**src/rtl/fp_byte_link.sv**
```systemverilog
// Byte-serial front end for a 32-bit FP add/sub core: collects a 9-byte command
// frame, drives the core operands, samples its result and streams it back as 4 bytes.
module fp_byte_link #(
  parameter int WAIT_CYCLES    = 1,
  parameter int TIMEOUT_CYCLES = 0,
  parameter int BIG_ENDIAN     = 0
) (
  input  logic        clk,
  input  logic        rst,
  input  logic [7:0]  in_data,
  input  logic        in_valid,
  output logic        in_ready,
  output logic [31:0] op_a,
  output logic [31:0] op_b,
  output logic        op_sub,
  input  logic [31:0] core_result,
  output logic [7:0]  out_data,
  output logic        out_valid,
  input  logic        out_ready,
  output logic        busy,
  output logic        frame_err
);

  localparam logic [2:0] S_IDLE   = 3'd0;
  localparam logic [2:0] S_LOAD_A = 3'd1;
  localparam logic [2:0] S_LOAD_B = 3'd2;
  localparam logic [2:0] S_WAIT   = 3'd3;
  localparam logic [2:0] S_SEND   = 3'd4;

  localparam int WW = (WAIT_CYCLES > 1) ? $clog2(WAIT_CYCLES) : 1;
  localparam int TW = (TIMEOUT_CYCLES > 1) ? $clog2(TIMEOUT_CYCLES + 1) : 1;
  localparam logic [WW-1:0] WAIT_LAST = WW'(WAIT_CYCLES - 1);
  localparam logic [TW-1:0] TMO_LAST  = TW'((TIMEOUT_CYCLES > 0) ? TIMEOUT_CYCLES - 1 : 0);

  logic [2:0]    state;
  logic [1:0]    byte_cnt;
  logic [1:0]    send_cnt;
  logic [WW-1:0] wait_cnt;
  logic [TW-1:0] tmo_cnt;
  logic [31:0]   result;

  logic       in_fire;
  logic       out_fire;
  logic [1:0] in_lane;
  logic [1:0] out_lane;

  assign in_ready  = (state == S_IDLE) || (state == S_LOAD_A) || (state == S_LOAD_B);
  assign out_valid = (state == S_SEND);
  assign busy      = (state != S_IDLE);
  assign in_fire   = in_valid && in_ready;
  assign out_fire  = out_valid && out_ready;

  // Byte k of a word lands in lane k (LSB first) or lane 3-k (MSB first).
  assign in_lane  = (BIG_ENDIAN != 0) ? ~byte_cnt : byte_cnt;
  assign out_lane = (BIG_ENDIAN != 0) ? ~send_cnt : send_cnt;
  assign out_data = out_valid ? result[{out_lane, 3'b000} +: 8] : 8'h00;

  // NOTE: all state below uses non-blocking assignments so every register samples
  // pre-edge values; blocking here would let one register see another's new value.
  always_ff @(posedge clk) begin
    if (rst) begin
      state     <= S_IDLE;
      byte_cnt  <= 2'd0;
      send_cnt  <= 2'd0;
      wait_cnt  <= '0;
      tmo_cnt   <= '0;
      result    <= 32'h0;
      op_a      <= 32'h0;
      op_b      <= 32'h0;
      op_sub    <= 1'b0;
      frame_err <= 1'b0;
    end else begin
      frame_err <= 1'b0;
      case (state)
        S_IDLE: begin
          if (in_fire) begin
            if (in_data[7:1] == 7'd0) begin
              op_sub   <= in_data[0];
              byte_cnt <= 2'd0;
              tmo_cnt  <= '0;
              state    <= S_LOAD_A;
            end else begin
              frame_err <= 1'b1;
            end
          end
        end

        S_LOAD_A, S_LOAD_B: begin
          if (in_fire) begin
            tmo_cnt  <= '0;
            byte_cnt <= byte_cnt + 2'd1;
            if (state == S_LOAD_A) op_a[{in_lane, 3'b000} +: 8] <= in_data;
            else                   op_b[{in_lane, 3'b000} +: 8] <= in_data;
            if (byte_cnt == 2'd3) state <= (state == S_LOAD_A) ? S_LOAD_B : S_WAIT;
          end else if (TIMEOUT_CYCLES != 0) begin
            // Abort on the edge where the idle count reaches TIMEOUT_CYCLES.
            if (tmo_cnt == TMO_LAST) begin
              state     <= S_IDLE;
              frame_err <= 1'b1;
              byte_cnt  <= 2'd0;
              tmo_cnt   <= '0;
            end else begin
              tmo_cnt <= tmo_cnt + TW'(1);
            end
          end
        end

        S_WAIT: begin
          if (wait_cnt == WAIT_LAST) begin
            result   <= core_result;
            wait_cnt <= '0;
            send_cnt <= 2'd0;
            state    <= S_SEND;
          end else begin
            wait_cnt <= wait_cnt + WW'(1);
          end
        end

        S_SEND: begin
          if (out_fire) begin
            send_cnt <= send_cnt + 2'd1;
            if (send_cnt == 2'd3) state <= S_IDLE;
          end
        end

        default: state <= S_IDLE;
      endcase
    end
  end

endmodule

```
**config.mk**
```make
export PLATFORM = sky130hd
export DESIGN_NAME = fp_byte_link
export DESIGN_NICKNAME = d
export VERILOG_FILES = /design/src/rtl/fp_byte_link.sv
export SDC_FILE = /design/constraint.sdc
export NUM_CORES = 1
export LEC_CHECK = 0
export ABC_AREA = 1
export CORE_AREA = 2 2 96 98
export DETAILED_ROUTE_END_ITERATION = 10
export DIE_AREA = 0 0 98 100
export GPL_TIMING_DRIVEN = 0
export PLACE_DENSITY = 0.84
export SETUP_SLACK_MARGIN = 0.05
export SLEW_MARGIN = 20
export SYNTH_ARGS = -nofsm -noshare
export SYNTH_HDL_FRONTEND = slang
export SYNTH_SLANG_ARGS = --single-unit
export TNS_END_PERCENT = 10
```
**constraint.sdc**
```tcl
create_clock -name clk -period 3.4 [get_ports clk]
set_input_delay 0.34 -clock clk [delete_from_list [all_inputs] [get_ports clk]]
set_output_delay 0.34 -clock clk [all_outputs]
set_load 0.005 [all_outputs]
```
# Word level (Yosys, flattened, before mapping)
# Index checks and enable logic that the tools add are counted.
dict set report totals {
  reg_bits 106
  inputBits 44
  output_inout_bits 77
  word_cells 72
}
dict set report op_classes {
  addsub 4
  eq_ne 13
  shift 3
  mux 21
  bitwise 4
  reduce_logical 18
}
# op n
set op_table {}
lappend op_table {{32-bit bitwise mux} 2}
lappend op_table {{8-bit by 7-bit variable shift with 32-bit output, first input constant} 1}
lappend op_table {{32-bit by 6-bit variable part select with 8-bit output} 1}
lappend op_table {{8-bit by 7-bit variable part select with 32-bit output} 1}
lappend op_table {{3-bit two-way mux} 7}
lappend op_table {{3-bit case mux with 4 select lines} 1}
lappend op_table {{3-bit AND reduction} 4}
lappend op_table {{2-bit two-way mux} 5}
lappend op_table {{8-bit two-way mux} 1}
lappend op_table {{2-bit != test, second input constant} 4}
lappend op_table {{2-bit case mux with 2 select lines} 2}
lappend op_table {{7-bit logical NOT} 1}
lappend op_table {{5-bit negation with 7-bit output} 1}
lappend op_table {{7-bit AND reduction} 1}
lappend op_table {{3-bit by 2-bit == test with 1-bit output, second input constant} 2}
lappend op_table {{2-bit by 1-bit != test with 1-bit output, second input constant} 3}
lappend op_table {{2-bit by 1-bit adder with 2-bit output, second input constant} 2}
lappend op_table {{2-bit == test, second input constant} 2}
lappend op_table {{1-bit NOT} 4}
lappend op_table {{4-bit AND reduction} 1}
lappend op_table {{2-bit nonzero test} 2}
lappend op_table {{3-bit by 1-bit == test with 1-bit output, second input constant} 1}
lappend op_table {{3-bit == test, second input constant} 1}
lappend op_table {{3-bit logical NOT} 1}
lappend op_table {{other kinds (8)} 12}

# Longest topological paths before layout
# Gate-level depths: netlist (run 1).
dict set report depth {
  word_depth 6
  ltp_mapped 10
  ltp_nobuf 9
}

# Least setup slack after synthesis (run 1)
# OpenSTA, ideal clock, no wires.
dict set report synth_path {
  path_kind {flip-flop to flip-flop}
  from {reg byte_cnt[0]}
  to {reg op_a[31]}
  t_arrival_ns 1.737
  required_time_ns 3.329
  path_slack_ns 1.592
  path_stages_with_launch 8
  path_buffers 2
  period_less_slack_ns 1.808
  cell_sequence {dfxtp_1 buf_2 inv_1 ha_1 clkbuf_1 nor4_1 nand3_1 a21oi_1}
}
dict set report synth_between {
  elab_chain_len 3
  elab_cells_between_ends 4
}
# element line_no
set synth_lines {}
lappend synth_lines {{start, declared} 36} ;# logic [1:0] byte_cnt;
lappend synth_lines {{start signal, assigned} 91} ;# byte_cnt <= byte_cnt + 2'd1;
lappend synth_lines {{5-bit negation with 7-bit output *} 92} ;# if (state == S_LOAD_A) op_a[{in_lane, 3'b000} +: 8] <= in_data;
lappend synth_lines {{8-bit by 7-bit variable part select with 32-bit output / 8-bit by 7-bit variable shift with 32-bit output (equally long branches)} 92}
lappend synth_lines {{32-bit bitwise mux *} 92}
lappend synth_lines {{end signal, assigned by index} 92}
lappend synth_lines {{end, declared} 13} ;# output logic [31:0] op_a,
# Mark *: on every way between the ends. The rest lies on a longest branch, timed or not.
# A chain may end at the register's enable or synchronous reset.

# Worst setup path after layout (run 1)
dict set report layout_path {
  from {reg send_cnt[1], in the netlist out_lane[1]}
  to {out out_data[1]}
}
dict set report layout_between {
  elab_chain_len 2
}
# element line_no
set layout_lines {}
lappend layout_lines {{start, declared} 37} ;# logic [1:0] send_cnt;
lappend layout_lines {{start signal, assigned} 121} ;# send_cnt <= send_cnt + 2'd1;
lappend layout_lines {{32-bit by 6-bit variable part select with 8-bit output} 56} ;# assign out_data = out_valid ? result[{out_lane, 3'b000} +: 8] : 8'h00;
lappend layout_lines {{8-bit two-way mux} 56}
lappend layout_lines {{end, declared} 17} ;# output logic [7:0] out_data,
# Every way passes these cells.

==> results of run 1 <==
==> worst paths after layout <==
| path | startpoint | endpoint | slack, ns | cells past startpoint |
|---|---|---|---|---|
| worst max register to register | byte_cnt[0] | op_a[31] | 1.12 | 7 |
| worst min-delay path | rst | op_a[8] | 0.40 | 2 |
| worst min register to register | op_a[26] | op_a[26] | 0.48 | 2 |
| worst max-delay path | out_lane[1] | out_data[1] | 0.74 | 6 |
==> synthesized netlist by cell type, drive strengths merged <==
cell type	count	area, um2
nor2	204	847
dfxtp	105	2100
o21ai	87	439
nand2	61	256
a21oi	49	260
inv	38	145
nand3	26	130
clkbuf	16	60.1
buf	11	63.8
ha	7	87.6
nor3	7	35.0
nand4	5	46.3
clkinv	2	7.51
nor4	2	12.5
==> layout make-up <==
type,count,area (um2),area share
tap,111,139,0.0231
timing repair buffer,119,1190,0.198
inverter,40,153,0.0254
buffer,27,124,0.0206
sequential,105,2100,0.349
clock buffer,9,124,0.0206
multi-input combinational,448,2110,0.351
clock inverter,7,72.6,0.0121
==> metal layers <==
metal | global-route usage | share of wire | vias to the layer above
li1 | - | - | 2261
met1 | 0.310 | 0.42 | 2090
met2 | 0.462 | 0.49 | 181
met3 | 0.0752 | 0.075 | 20
met4 | 0.0748 | 0.016 | 0
met5 | 0 | 0 | -
==> worst reg2reg max path: stages, from the launching register on <==
cell	delay (ns)
dfxtp_1	0.41
buf_2	0.23
inv_1	0.16
ha_1	0.37
clkbuf_1	0.23
nor4_1	0.54
nand3_1	0.13
a21oi_1	0.16
==> state kept, by name, indices dropped and copies added (netlist names) <==
signal / cells
state: 3
frame_err: 1
op_sub: 1
result: 32
op_a: 32
out_lane: 2
byte_cnt: 2
op_b: 32
==> per-stage QoR <==
stage / power [mW] / instances / hold slack [ns] / setup WS, ns
floorplan: 1.45 / 620 / 0.455 / 1.59
global route: 2.43 / 866 / 0.374 / 0.640
finish: 2.33 / 866 / 0.398 / 0.743
CTS: 2.35 / 866 / 0.390 / 0.801
detailed placement: 1.60 / 850 / 0.458 / 1.22
global placement: 1.59 / 850 / 0.454 / 1.26
==> where the power goes <==
| part | leakage [nW] | total (mW) | switching (mW) | internal, mW |
|---|---|---|---|---|
| Clock | 0.0966 | 0.761 | 0.473 | 0.288 |
| Combinational | 1.51 | 0.290 | 0.162 | 0.128 |
| Sequential | 0.846 | 1.28 | 0.0223 | 1.26 |
==> cell families after synthesis <==
group / count (synthesis)
AO/OA/AOI/OAI: 136
buffers and inverters: 67
adder cells (fa/ha/maj): 7
AND/OR/NAND/NOR: 305
flip-flops: 105
==> results.yml, run 1 <==
detailed_routing:
  via_per_inst: 5.26
  first_iter_violations: 221
  drc: 0
  final_antenna_net_count: 0
  firstDrtPassIters: 5
  wl_per_cell_um: 14.6
  drt_wl_total_um: 12700
  dr_total_vias: 4552
timing:
  period_share: 0.781
  min_period_ns: 2.66
  slew_violations: 0
  setup_tns_ns: 0
  max_freq_ghz: 0.376
  grt_setup_unrepaired: "no"
  skew_ns: 0.0178
  tightest_slew_ns: 0.586
  relSlewSlack: 0.609
  setup_viol: 0
  hold_violations: 0
finish:
  nets: 801
  final_common_cell: "nor2_1"
  fillCellCount: 719
  insertedDiodeCount: 0
  fin_util: 0.677
  syn2layout_area_growth_pct: 34.0
  drive_gt1_frac: 0.0702
  fin_area_um2: 6020
  final_cell_mix: "196 x nor2_1, 119 x clkdlybuf4s50_1, 105 x dfxtp_1, 81 x o21ai_0, 56 x nand2_1"
power:
  ir_drop_mv: 0.324
  power.density_nw_per_um2: 388
  cellLeakagePower_nw: 2.46
synthesis:
  syn_inst: 620
  synth_top_family_by_area: "simple AND/OR/NAND/NOR gates"
  netlist_area_um2: 4490
  synthXorXnorAreaFrac: 0
  synth_cell_type_count: 27
  ys_warn_count: 0
  ys_seq_area_frac: 0.468
  syn_area_per_cell_um2: 7.25
  syn_nets: 671
  synth_compound_area_frac: 0.156
  synthAdderAreaFrac: 0.0195
  synth.area.mux_share: 0
  synth_simple_gate_area_share: 0.295
  synth-seq-cells: 105
global_route:
  grt_pass1_wl_um: 20800
  antenna_found_initial: 0
  grt_use_total: 0.261
  overflow: 0
  grt_max_degree: 21
  grt_pass1_vias: 4486
critical_path:
  crit_buf_inv: 3
  crit_chain: "clkbuf_1 -> inv_1 -> nor2_1 -> o21ai_0 -> a21oi_1 -> clkdlybuf4s50_1"
  crit_path_max_fanout: 10
  arrival_ns: 2.32
  slowest_stage: "clkdlybuf4s50_1"
  start_kind: "flop"
  path_delay_family: "buffers and inverters"
  endpoint_kind: "output port"
  required_ns: 3.06
  max_stage_delay_ns: 0.53
  path_class: "flop to output port"
placement:
  gp_congestion: 0.912
  port_buffers: 119
  hpwl_um: 9530
  dpl-instance-area_um2: 5820
cts:
  numCtsBuffers: 9
  post_cts_resized: 0
  clock_latency_ns: 0.38
  post_cts_buffers: 0
  cts_tree: "built"
  clkSinkCount: 105
  cts_hold_buf: 0
  clock_tree.root_cell: "clkbuf_8"
  htreeDepth: 3
  path_clk_slew_ns: 0.11
  clk_path_buf_depth: 2
status:
  status: "finished clean"
floorplan:
  die_area_um2: 9800
  ios: 121
  initial_core_util: 0.505
  core_um2: 8890
  die_h_um: 100
  rows: 35
  die_w_um: 98
flow_run:
  cap_violations: 0
hold_path:
  hold_path.class: "primary input to flop"
(Power assumes the default switching activity.)
==> run 2: changes to the inputs <==
--- a/config.mk
+++ b/config.mk
@@ -6,11 +6,11 @@
 export NUM_CORES = 1
 export LEC_CHECK = 0
 export ABC_AREA = 1
-export CORE_AREA = 2 2 96 98
+export CORE_AREA = 2 2 105 107
 export DETAILED_ROUTE_END_ITERATION = 10
-export DIE_AREA = 0 0 98 100
+export DIE_AREA = 0 0 107 109
 export GPL_TIMING_DRIVEN = 0
-export PLACE_DENSITY = 0.84
+export PLACE_DENSITY = 0.75
 export SETUP_SLACK_MARGIN = 0.05
 export SLEW_MARGIN = 20
 export SYNTH_ARGS = -nofsm -noshare
==> constraint.sdc (replaced) <==
create_clock -name clk -period 2.4 [get_ports clk]
set_input_delay 0.24 -clock clk [delete_from_list [all_inputs] [get_ports clk]]
set_output_delay 0.24 -clock clk [all_outputs]
set_load 0.005 [all_outputs]
==> run 2 against run 1 <==
- utilization shrank 11 points
- non-clock buffer count unchanged
- die area increased by 19%
- sequential power increased by 42%
- clock-buffer cell count is 2 higher
- highest routed layer unchanged
==> results.yml, run 2 (synthesis results as in run 1) <==
status:
  status: "finished clean"
critical_path:
  r2r_end: "op_a[31]"
  rr_worst_depth: 7
  crit_buf_inv: 3
  endpoint_kind: "output port"
  crit_chain: "clkbuf_4 -> inv_1 -> nor2_1 -> o21ai_0 -> a21oi_1 -> clkdlybuf4s50_1"
  path_delay_family: "buffers and inverters"
  arrival_ns: 2.03
  required_ns: 2.16
  slowest_stage: "clkdlybuf4s50_1"
  path_class: "flop to output port"
  r2r_slack_ns: 0.24
  r2r-start: "byte_cnt[0]"
  crit_path_max_fanout: 10
  max_stage_delay_ns: 0.53
  start_kind: "flop"
placement:
  gp_congestion: 0.921
  dpl-instance-area_um2: 5860
  placed_cells: 879
  hpwl_um: 9730
  port_buffers: 119
power:
  cellLeakagePower_nw: 2.46
  ir_drop_mv: 0.471
  power.density_nw_per_um2: 538
hold_path:
  hold_path.startpoint: "rst"
  hold_path.class: "primary input to flop"
  min_to: "op_a[8]"
  holdPathStages: 2
timing:
  hold_violations: 0
  setup_viol: 0
  min_period_ns: 2.27
  max_freq_ghz: 0.441
  period_share: 0.945
  grt_setup_unrepaired: "yes"
  slew_violations: 0
  relSlewSlack: 0.591
  tightest_slew_ns: 0.613
  skew_ns: 0.00708
finish:
  reg_top3: "op_a: 32 flops, op_b: 32 flops, result: 32 flops"
  layout.cells.non_filler: 895
  fillCellCount: 990
  insertedDiodeCount: 0
  fin_area_um2: 6060
  drive_gt1_frac: 0.0728
  nets: 801
  final_cell_mix: "196 x nor2_1, 118 x clkdlybuf4s50_1, 105 x dfxtp_1, 81 x o21ai_0, 56 x nand2_1"
  syn2layout_area_growth_pct: 35.0
  final_common_cell: "nor2_1"
floorplan:
  rows: 38
  core_um2: 10600
  die_w_um: 107
  die_h_um: 109
  die_area_um2: 11700
  ios: 121
  initial_core_util: 0.424
cts:
  cts_hold_buf: 0
  post_cts_buffers: 0
  clk_path_buf_depth: 2
  path_clk_slew_ns: 0.10
  numCtsBuffers: 9
  htreeDepth: 3
  clkSinkCount: 105
  clock_latency_ns: 0.38
  clock_tree.root_cell: "clkbuf_8"
  cts_tree: "built"
detailed_routing:
  via_per_inst: 4.93
  final_antenna_net_count: 0
  wl_per_cell_um: 14.3
  firstDrtPassIters: 5
  drt_wl_total_um: 12800
  drc: 0
  first_iter_violations: 218
  dr_total_vias: 4413
global_route:
  overflow: 0
  grt_pass1_wl_um: 20100
  grt_use_total: 0.220
  grt_max_degree: 18
  grt_pass1_vias: 4258
  antenna_found_initial: 0
flow_run:
  cap_violations: 0
## run 2: cell type report
class / instances / area, um2 / share of cell area
timing repair buffer: 119 / 1190 / 0.196
inverter: 40 / 153 / 0.0252
buffer: 27 / 144 / 0.0237
tap: 140 / 175 / 0.0289
clock inverter: 5 / 38.8 / 0.00640
sequential: 105 / 2100 / 0.347
multi-input combinational: 448 / 2120 / 0.350
clock buffer: 11 / 141 / 0.0233
## run 2: what timing repair did
item                                    in CTS  in global routing
gates resized for setup                      6                  5
endpoints found under the setup margin       8                  9
pin swaps                                    1                  1
## run 2: worst reg2reg max path: stages, from the launching register on
cell and delay (ns):
dfxtp_1 0.41, buf_2 0.23, inv_1 0.17, ha_1 0.36
clkbuf_1 0.24, nor4_2 0.44, nand3_1 0.12, a21oi_1 0.13
## run 2: where the power goes
| part | total (mW) | switching, mW | internal [mW] |
|---|---|---|---|
| clock network | 1.03 | 0.621 | 0.414 |
| logic | 0.409 | 0.227 | 0.182 |
| registers | 1.82 | 0.0311 | 1.79 |
| total | 3.26 | 0.879 | 2.38 |
## run 2: worst max path at each step
stage	startpoint	slack, ns	cells past startpoint	endpoint
after floorplan	byte_cnt[0]	0.59	7	op_a[31]
after CTS	out_lane[0]	0.10	7	out_data[1]
after global routing	out_lane[1]	-0.03	6	out_data[5]
after detailed placement	byte_cnt[0]	0.13	7	op_a[31]
after global placement	byte_cnt[0]	0.19	7	op_a[31]
final	out_lane[1]	0.13	6	out_data[2]
## run 2: metrics by stage
stage | hold slack [ns] | setup TNS [ns] | util | setup WS (ns) | power (mW)
finish | 0.280 | 0 | 0.572 | 0.133 | 3.26
global route | 0.290 | -0.0488 | 0.572 | -0.0279 | 3.40
CTS | 0.263 | 0 | 0.570 | 0.100 | 3.28
detailed placement | 0.460 | 0 | 0.553 | 0.126 | 2.26
global placement | 0.454 | 0 | 0.553 | 0.187 | 2.26
floorplan | 0.375 | 0 | - | 0.592 | 2.06
## run 2: per-layer routing
| metal | vias to the layer above | track usage | share of wire |
|---|---|---|---|
| met3 | 13 | 0.0729 | 0.069 |
| met4 | 0 | 0.0510 | 0.013 |
| met5 | - | 0 | 0 |
| met2 | 132 | 0.374 | 0.47 |
| met1 | 2011 | 0.272 | 0.44 |
| li1 | 2257 | - | - |
